$ cat src/rtl/sr_deserializer_if.sv
`default_nettype none
// ============================================================================
//  Module      : sr_deserializer_if
//  Description : Serial stream, frame selects and parallel latch outputs
//                of the shift-register deserializer.
//  Revision    : 1.0 - initial release
// ============================================================================
interface sr_deserializer_if #(
    parameter int SIZESRSTAT = 88,
    parameter int SIZESRDYN  = 16
);
    logic                  SER_IN;
    logic                  SER_VALID;
    logic                  SELSTAT;
    logic                  SELDYN;
    logic [SIZESRSTAT-1:0] STATLATCH;
    logic [SIZESRDYN-1:0]  DYNLATCH;
    logic                  STAT_DONE;
    logic                  DYN_DONE;
    logic                  FRAME_ERR;
    logic                  BUSY;

    // Stream source / latch consumer side
    modport master (
        output SER_IN, SER_VALID, SELSTAT, SELDYN,
        input  STATLATCH, DYNLATCH, STAT_DONE, DYN_DONE, FRAME_ERR, BUSY
    );

    // Deserializer side
    modport slave (
        input  SER_IN, SER_VALID, SELSTAT, SELDYN,
        output STATLATCH, DYNLATCH, STAT_DONE, DYN_DONE, FRAME_ERR, BUSY
    );
endinterface
`default_nettype wire

$ cat src/rtl/sr_deserializer.sv
`default_nettype none
// ============================================================================
//  Module      : sr_deserializer
//  Description : Rebuilds static and dynamic shift-register words from a
//                one-bit MSB-first stream framed by SELSTAT/SELDYN, and
//                transfers each completed frame into a parallel latch.
//  Revision    : 1.0 - initial release
// ============================================================================
module sr_deserializer #(
    parameter int SIZESRSTAT = 88,
    parameter int SIZESRDYN  = 16
) (
    input  logic                CLK,
    input  logic                RST,
    sr_deserializer_if.slave    bus
);

    localparam int CW = $clog2(SIZESRSTAT + 1);

    localparam logic [1:0] S_IDLE    = 2'd0;
    localparam logic [1:0] S_RX_STAT = 2'd1;
    localparam logic [1:0] S_RX_DYN  = 2'd2;

    localparam logic [CW-1:0] c_STAT_LAST = CW'(SIZESRSTAT - 1);
    localparam logic [CW-1:0] c_DYN_LAST  = CW'(SIZESRDYN - 1);

    logic [1:0]            r_state;
    logic [1:0]            w_state_nxt;
    logic [CW-1:0]         r_cnt;
    logic [CW-1:0]         w_cnt_nxt;
    // Only N-1 bits are stored: the final bit goes straight from SER_IN
    // into the latch, so the shifter never needs to hold a full word.
    logic [SIZESRSTAT-2:0] r_shift_stat;
    logic [SIZESRDYN-2:0]  r_shift_dyn;
    logic [SIZESRSTAT-1:0] r_statlatch;
    logic [SIZESRDYN-1:0]  r_dynlatch;
    logic                  r_selstat_q;
    logic                  r_seldyn_q;
    logic                  r_stat_done;
    logic                  r_dyn_done;
    logic                  r_frame_err;
    logic                  w_shift_stat;
    logic                  w_shift_dyn;
    logic                  w_stat_done;
    logic                  w_dyn_done;
    logic                  w_err;
    logic                  w_busy;

    // State register
    always_ff @(posedge CLK or posedge RST) begin
        if (RST) begin
            r_state <= S_IDLE;
        end else begin
            r_state <= w_state_nxt;
        end
    end

    // Next-state, counter and datapath control decode
    always_comb begin
        w_state_nxt  = r_state;
        w_cnt_nxt    = r_cnt;
        w_shift_stat = 1'b0;
        w_shift_dyn  = 1'b0;
        w_stat_done  = 1'b0;
        w_dyn_done   = 1'b0;
        w_err        = 1'b0;
        case (r_state)
            S_IDLE: begin
                w_cnt_nxt = '0;
                if (bus.SELSTAT && bus.SELDYN) begin
                    w_err = 1'b1;
                end else if (bus.SELSTAT && !r_selstat_q) begin
                    // Only a fresh rising select starts a frame
                    w_state_nxt = S_RX_STAT;
                    if (bus.SER_VALID) begin
                        w_shift_stat = 1'b1;
                        w_cnt_nxt    = CW'(1);
                    end
                end else if (bus.SELDYN && !r_seldyn_q) begin
                    w_state_nxt = S_RX_DYN;
                    if (bus.SER_VALID) begin
                        w_shift_dyn = 1'b1;
                        w_cnt_nxt   = CW'(1);
                    end
                end
            end
            S_RX_STAT: begin
                // Conflict beats completion; completion beats a falling select
                if (bus.SELDYN) begin
                    w_err       = 1'b1;
                    w_state_nxt = S_IDLE;
                    w_cnt_nxt   = '0;
                end else if (bus.SER_VALID && (r_cnt == c_STAT_LAST)) begin
                    w_stat_done = 1'b1;
                    w_state_nxt = S_IDLE;
                    w_cnt_nxt   = '0;
                end else if (!bus.SELSTAT) begin
                    w_err       = 1'b1;
                    w_state_nxt = S_IDLE;
                    w_cnt_nxt   = '0;
                end else if (bus.SER_VALID) begin
                    w_shift_stat = 1'b1;
                    w_cnt_nxt    = r_cnt + CW'(1);
                end
            end
            S_RX_DYN: begin
                if (bus.SELSTAT) begin
                    w_err       = 1'b1;
                    w_state_nxt = S_IDLE;
                    w_cnt_nxt   = '0;
                end else if (bus.SER_VALID && (r_cnt == c_DYN_LAST)) begin
                    w_dyn_done  = 1'b1;
                    w_state_nxt = S_IDLE;
                    w_cnt_nxt   = '0;
                end else if (!bus.SELDYN) begin
                    w_err       = 1'b1;
                    w_state_nxt = S_IDLE;
                    w_cnt_nxt   = '0;
                end else if (bus.SER_VALID) begin
                    w_shift_dyn = 1'b1;
                    w_cnt_nxt   = r_cnt + CW'(1);
                end
            end
            default: begin
                w_state_nxt = S_IDLE;
                w_cnt_nxt   = '0;
            end
        endcase
    end

    // State-derived outputs
    always_comb begin
        w_busy = (r_state == S_RX_STAT) || (r_state == S_RX_DYN);
    end

    // Shifters, bit counter, latches, select history and one-cycle pulses
    always_ff @(posedge CLK or posedge RST) begin
        if (RST) begin
            r_cnt        <= '0;
            r_shift_stat <= '0;
            r_shift_dyn  <= '0;
            r_statlatch  <= '0;
            r_dynlatch   <= '0;
            r_selstat_q  <= 1'b0;
            r_seldyn_q   <= 1'b0;
            r_stat_done  <= 1'b0;
            r_dyn_done   <= 1'b0;
            r_frame_err  <= 1'b0;
        end else begin
            r_cnt       <= w_cnt_nxt;
            r_selstat_q <= bus.SELSTAT;
            r_seldyn_q  <= bus.SELDYN;
            r_stat_done <= w_stat_done;
            r_dyn_done  <= w_dyn_done;
            r_frame_err <= w_err;
            if (w_shift_stat) begin
                r_shift_stat <= {r_shift_stat[SIZESRSTAT-3:0], bus.SER_IN};
            end
            if (w_shift_dyn) begin
                r_shift_dyn <= {r_shift_dyn[SIZESRDYN-3:0], bus.SER_IN};
            end
            if (w_stat_done) begin
                r_statlatch <= {r_shift_stat, bus.SER_IN};
            end
            if (w_dyn_done) begin
                r_dynlatch <= {r_shift_dyn, bus.SER_IN};
            end
        end
    end

    assign bus.STATLATCH = r_statlatch;
    assign bus.DYNLATCH  = r_dynlatch;
    assign bus.STAT_DONE = r_stat_done;
    assign bus.DYN_DONE  = r_dyn_done;
    assign bus.FRAME_ERR = r_frame_err;
    assign bus.BUSY      = w_busy;

endmodule
`default_nettype wire

$ cat src/flat_wrapper.sv
// flat-port wrapper written by rule: the top's interface ports become plain ports
module sr_deserializer_flat 
#(
    parameter int SIZESRSTAT = 88,
    parameter int SIZESRDYN  = 16
)
  (CLK, RST, bus_SER_IN, bus_SER_VALID, bus_SELSTAT, bus_SELDYN, bus_STATLATCH, bus_DYNLATCH, bus_STAT_DONE, bus_DYN_DONE, bus_FRAME_ERR, bus_BUSY);
  sr_deserializer_if #(.SIZESRSTAT(SIZESRSTAT), .SIZESRDYN(SIZESRDYN)) bus_i ();
  input  logic CLK;
  input  logic RST;
  input wire logic [$bits(bus_i.SER_IN)-1:0] bus_SER_IN;
  input wire logic [$bits(bus_i.SER_VALID)-1:0] bus_SER_VALID;
  input wire logic [$bits(bus_i.SELSTAT)-1:0] bus_SELSTAT;
  input wire logic [$bits(bus_i.SELDYN)-1:0] bus_SELDYN;
  output wire logic [$bits(bus_i.STATLATCH)-1:0] bus_STATLATCH;
  output wire logic [$bits(bus_i.DYNLATCH)-1:0] bus_DYNLATCH;
  output wire logic [$bits(bus_i.STAT_DONE)-1:0] bus_STAT_DONE;
  output wire logic [$bits(bus_i.DYN_DONE)-1:0] bus_DYN_DONE;
  output wire logic [$bits(bus_i.FRAME_ERR)-1:0] bus_FRAME_ERR;
  output wire logic [$bits(bus_i.BUSY)-1:0] bus_BUSY;
  assign bus_i.SER_IN = bus_SER_IN;
  assign bus_i.SER_VALID = bus_SER_VALID;
  assign bus_i.SELSTAT = bus_SELSTAT;
  assign bus_i.SELDYN = bus_SELDYN;
  assign bus_STATLATCH = bus_i.STATLATCH;
  assign bus_DYNLATCH = bus_i.DYNLATCH;
  assign bus_STAT_DONE = bus_i.STAT_DONE;
  assign bus_DYN_DONE = bus_i.DYN_DONE;
  assign bus_FRAME_ERR = bus_i.FRAME_ERR;
  assign bus_BUSY = bus_i.BUSY;
  sr_deserializer #(.SIZESRSTAT(SIZESRSTAT), .SIZESRDYN(SIZESRDYN)) u_core (.CLK(CLK), .RST(RST), .bus(bus_i));
endmodule
$ cat config.mk
export PLATFORM = sky130hd
export DESIGN_NAME = sr_deserializer_flat
export DESIGN_NICKNAME = d
export VERILOG_FILES = /design/src/rtl/sr_deserializer_if.sv /design/src/rtl/sr_deserializer.sv /design/src/flat_wrapper.sv
export SDC_FILE = /design/constraint.sdc
export NUM_CORES = 1
export LEC_CHECK = 0
export ABC_AREA = 1
export BUFFER_PORTS_ARGS = -buffer_cell sky130_fd_sc_hd__buf_2
export CORE_MARGIN = 1
export CORE_UTILIZATION = 30
export CTS_CLUSTER_DIAMETER = 60
export DETAILED_ROUTE_END_ITERATION = 7
export GPL_TIMING_DRIVEN = 1
export MAX_ROUTING_LAYER = met4
export PLACE_DENSITY_LB_ADDON = 0.25
export SLEW_MARGIN = 20
export SYNTH_ARGS = -nofsm -noshare
export SYNTH_HDL_FRONTEND = slang
export SYNTH_SLANG_ARGS = --single-unit
$ cat constraint.sdc
create_clock -name CLK -period 9.5 [get_ports CLK]
set_input_delay 0.95 -clock CLK [delete_from_list [all_inputs] [get_ports CLK]]
set_output_delay 0.95 -clock CLK [all_outputs]
set_load 0.05 [all_outputs]
* Word-level counts from Yosys, hierarchy flattened
Index checks and enable logic that the tools add are counted.
** Operators by class
- Add/subtract/negate cells :: 1
- Eq/ne operators :: 8
- Mux-type cells :: 50
- Reductions and logical operators :: 10
** Operators with widths (number)
- 7-bit two-way mux :: 10
- 1-bit two-way mux :: 26
- 7-bit one-hot mux with 3 select lines :: 1
- 2-bit two-way mux :: 9
- 4-bit by 3-bit != test with 1-bit output, second input constant :: 2
- 7-bit by 1-bit adder with 7-bit output, second input constant :: 1
- 7-bit by 4-bit == test with 1-bit output, second input constant :: 1
- 7-bit == test, second input constant :: 1
- 2-bit one-hot mux with 3 select lines :: 1
- 1-bit logical AND :: 5
- 1-bit one-hot mux with 2 select lines :: 2
- 4-bit AND reduction :: 1
- 3-bit by 1-bit != test with 1-bit output, second input constant :: 1
- 1-bit one-hot mux with 3 select lines :: 1
- 2-bit by 1-bit == test with 1-bit output, second input constant :: 1
- 2-bit == test, second input constant :: 1
- 1-bit logical NOT :: 2
- 2-bit logical NOT :: 1
- 2-bit != test, second input constant :: 1
- 1-bit logical OR :: 1
** Word-level totals
- Flip-flop bits (word level) :: 220
- Input bits :: 6
- Output and inout bits :: 108
- Word-level logic and storage cells :: 80

* Longest topological paths before layout
- Depth in word-level cells :: 6
- Depth in mapped cells :: 10
- Gate-level depth less buffers :: 9

* Worst setup path before layout
Ideal clock, no wire load.
- Kind :: input port to flip-flop
- From :: input port bus_SER_VALID
- To :: register u_core.r_statlatch[29] (netlist: u_core.bus.STATLATCH[29])
- Setup time :: 118 ps
- Arrival :: 1844 ps
- Required time :: 9382 ps
- Path slack :: 7538 ps
- Stages :: 8
- Buffers on the path :: 3
- Cells stage by stage :: buf_2 nand4_1 inv_2 nand2_4 buf_6 buf_2 nand2_1 nand2_1
** Between the ends
- Word-level cells in the longest chain between the ends :: 4
** Ends and longest elaborated chain
- from (decl) :: RTL line flat_wrapper.sv:12 : input wire logic [$bits(bus_i.SER_VALID)-1:0] bus_SER_VALID;
- 1-bit logical AND :: RTL line sr_deserializer.sv:93 : end else if (bus.SER_VALID && (r_cnt == c_STAT_LAST)) begin
- 1-bit two-way mux :: RTL line sr_deserializer.sv:93
- 1-bit two-way mux :: RTL line sr_deserializer.sv:89 : if (bus.SELDYN) begin
- 1-bit two-way mux :: RTL line sr_deserializer.sv:67 : case (r_state)
- to (signal assigned) :: RTL line sr_deserializer.sv:163 : r_statlatch <= {r_shift_stat, bus.SER_IN};
- to (decl) :: RTL line sr_deserializer.sv:35 : logic [SIZESRSTAT-1:0] r_statlatch;
No other way between the ends.
A chain may end at the register's enable or synchronous reset.

* Final worst setup path
- From :: register u_core.r_state[1]
- To :: register u_core.r_shift_stat[10]
** Between the ends
- Word-level cells in the longest chain between the ends :: 2
** Ends and longest elaborated chain
- from (decl) :: RTL line sr_deserializer.sv:27 : logic [1:0] r_state;
- from (signal assigned) :: RTL line sr_deserializer.sv:54 : r_state <= w_state_nxt;
- 2-bit by 1-bit == test with 1-bit output or 2-bit logical NOT (tied branches) :: RTL line sr_deserializer.sv:67
- 1-bit one-hot mux with 2 select lines (*) :: RTL line sr_deserializer.sv:67
- to (signal assigned) :: RTL line sr_deserializer.sv:157 : r_shift_stat <= {r_shift_stat[SIZESRSTAT-3:0], bus.SER_IN};
- to (decl) :: RTL line sr_deserializer.sv:33 : logic [SIZESRSTAT-2:0] r_shift_stat;
Mark *: on every way between the ends. The rest lies on a longest branch, timed or not.

==> flow_summary_export.csv <==
group,metric,value,unit
die,die_y,172,um
critical_path,cp_top_family,"simple AND/OR/NAND/NOR gates",
layout,fin_nets,1061,
power,pwr-share-comb,0.107,
synthesis,synth_warnings,0,
critical_path,cpPeakStageDelay,0.87,ns
synthesis,async_flop_share,1.00,
critical_path,r2r_setup_slack,6.65,ns
critical_path,critPathKind,"flip-flop to flip-flop",
critical_path,crit_fanout,116,
cts,cts.clk_slew.worst_paths,0.06,ns
critical_path,startpoint_type,"flip-flop",
cts,cts_tree,"built",
placement,port-buffer-count,113,
synthesis,ys_seq_area_frac,0.633,
synthesis,synth_cells,954,
critical_path,crit_path_cell_trace,"inv_1, ha_1, nand4_4, nand2_8, o21ai_0",
timing,setup_viol,0,
timing,hold_violations,0,
critical_path,cp.required,9.86,ns
synthesis,syn_area,8700,um2
die,fp.dieW,172,um
timing,maxSlewViolCount,0,
timing,relSlewSlack,0.359,
synthesis,synth_top_area_share,0.633,
timing,max_freq,0.351,GHz
routing,wl_per_cell,13.2,um
timing,tns,0,ns
critical_path,worst_r2r_path_depth,5,
cts,cts_buffers,26,
synthesis,synth_seq_cells,220,
routing,firstDrtPassIters,5,
die,dieArea,29700,um2
cts,hold_buffers,0,
status,outcome,"finished clean",
placement,gp_congestion,0.773,
cts,post_cts_buffers,0,
power,pwr-share-seq,0.471,
hold_path,hold_class,"flip-flop to flip-flop",
power,power.total,2.30,mW
layout,drive_gt1_frac,0.160,
layout,antennaDiodeCount,0,
power,p_int,1.69,mW
critical_path,worstReg2RegStart,"u_core.r_state[1]",
critical_path,rr_endpoint,"u_core.r_shift_stat[10]",
synthesis,synth_area_leaders,"dfrtp_1 63%, nand2_1 19%, nand3_1 4.7%",
routing,drt_wl_total,19.1,mm
synthesis,synth_nets,965,
cts,htree_levels,1,
placement,dp_hpwl,11.4,mm
layout,syn_to_final_growth,19.2,%
timing,min_period,2.85,ns
run,maxCapViolCount,0,
die,rows,61,
critical_path,crit_arrival,3.21,ns
timing,finalClockSkew,0.0120,ns
hold_path,holdCritStartpoint,"u_core.r_shift_stat[27]",
global_route,grt_pass1_vias,6079,
synthesis,synth_area_leader_cell,"dfrtp_1",
cts,clk_path_buf_depth,3,
synthesis,synthTopCellsByCount,"439 x nand2_1, 220 x dfrtp_1, 81 x nand3_1",
timing,grt_setup_unrepaired,"false",
routing,antenna_left,0,
global_route,gr-total-overflow,0,
timing,finalCritPeriodShare,0.300,
power,p_leak,5.76,nW
hold_path,worst_hold_path.endpoint,"u_core.r_shift_stat[28]",
die,initial_core_util,0.309,
synthesis,synth.most_common_cell,"nand2_1",
power,cellPowerDensity,222,nW/um2
synthesis,synth_edf_count,0,
hold_path,min_delay_path_depth,2,
routing,vias,6350,
synthesis,avgSynthCellArea,9.12,um2
cts,clkLatencyLatePin,0.52,ns
timing,max_slew.worst_pin.slew,0.961,ns
routing,drc_errors,0,
global_route,grt_first_pass_wirelength,31.9,mm
global_route,track_usage,0.137,
critical_path,cp_slowest_cell,"nand2_8",
cts,cts_root_buffer,"clkbuf_16",
global_route,grt_max_degree,117,
power,vdd_drop_max,0.110,mV
synthesis,ys.flop_type,"dfrtp_1",
synthesis,yosys.cell_types.count,25,
power,power.switching,0.611,mW
critical_path,end_kind,"flip-flop",
die,core_area,28200,um2
routing,vias_per_cell,4.40,
layout,final_cell_area,10400,um2
cts,cts_resized,0,
power,clkPwrFrac,0.423,
layout,nFillCells,2909,
power,p_sw_frac,0.266,
placement,placed_cell_area,9520,um2
routing,drtIter0Drc,410,
global_route,antenna_found_initial,0,
critical_path,cp_num_buf_inv,1,
die,ios,114,
cts,cts.sinks,220,
power groups by stage:
stage / Clock, mW / Sequential [mW] / Combinational [mW]
2_1_floorplan: 0 / 1.09 / 0.192
3_3_place_gp: 0 / 1.10 / 0.247
3_5_place_dp: 0 / 1.10 / 0.251
4_1_cts: 1.00 / 1.08 / 0.253
5_1_grt: 1.04 / 1.09 / 0.291
6_report: 0.972 / 1.08 / 0.245
layer usage:
metal	part of all wire	global-route usage	vias to the layer above
met1	0.50	0.189	3008
met2	0.41	0.196	129
met4	0.015	0.0319	0
li1	-	-	3187
met3	0.074	0.0414	26
met5	0	-	-
how the worst max path moves through the flow:
stage                                         end  slack [ns]               from  cells after the start
after global routing      u_core.r_shift_stat[12]        6.30  u_core.r_state[1]                      5
final                     u_core.r_shift_stat[10]        6.65  u_core.r_state[1]                      5
after detailed placement  u_core.r_shift_stat[10]        5.83        bus_SELSTAT                      6
after global placement    u_core.r_shift_stat[19]        5.88        bus_SELSTAT                      6
after CTS                 u_core.r_shift_stat[24]        6.26  u_core.r_state[1]                      5
after floorplan            u_core.bus.DYNLATCH[0]        2.53                RST                      1
final cells by class:
| cell class | instances | area, um2 | share of cell area |
|---|---|---|---|
| Inverter | 48 | 189 | 0.0182 |
| Multi-Input combinational cell | 637 | 2770 | 0.267 |
| Sequential cell | 220 | 5510 | 0.531 |
| Clock inverter | 3 | 42.5 | 0.00410 |
| Timing Repair Buffer | 117 | 596 | 0.0574 |
| Tap cell | 378 | 473 | 0.0456 |
| Clock buffer | 41 | 798 | 0.0770 |
flip-flops by register name, summed over array words and instances (netlist names):
register	count
u_core.r_selstat_q	1
u_core.r_state	2
u_core.bus.DYN_DONE	1
u_core.r_shift_stat	87
u_core.bus.FRAME_ERR	1
u_core.r_cnt	7
u_core.bus.STATLATCH	88
u_core.bus.STAT_DONE	1
u_core.r_seldyn_q	1
u_core.bus.DYNLATCH	16
u_core.r_shift_dyn	15
per-stage QoR:
stage / util / std cells / setup WS, ns / hold WS, ns
floorplan: - / 954 / 2.53 / 0.442
global placement: 0.338 / 1400 / 5.88 / 0.457
detailed placement: 0.338 / 1400 / 5.83 / 0.454
CTS: 0.368 / 1444 / 6.26 / 0.469
global route: 0.368 / 1444 / 6.30 / 0.496
finish: 0.368 / 1444 / 6.65 / 0.466
cells by family after synthesis:
kind of cell             count (synthesis)  synth area share
buffers and inverters                   97            0.0516
multiplexers                             1           0.00115
XOR/XNOR                                 6           0.00604
AND/OR/NAND/NOR                        547             0.256
flip-flops                             220             0.633
adder cells (fa/ha/maj)                  5           0.00719
AO/OA/AOI/OAI                           78            0.0449
layout by cell type, fill, tap and decap left out, types with 3 or more instances in the layout:
cell type  count
inv_1         42
clkbuf_16     27
o21ai_0       75
xor2_1         6
nand2_1      439
clkbuf_8       7
dfrtp_1      220
buf_4          4
nor2_1        13
nand3_1       81
clkbuf_1       7
ha_1           5
inv_2          3
buf_2        113
a21oi_1        3
worst reg2reg max path, cell delays in order, from the launching register on:
cell and delay [ns]:
dfrtp_1 0.42, inv_1 0.10, ha_1 0.29, nand4_4 0.74
nand2_8 0.92, o21ai_0 0.22
(Power assumes the default switching activity.)
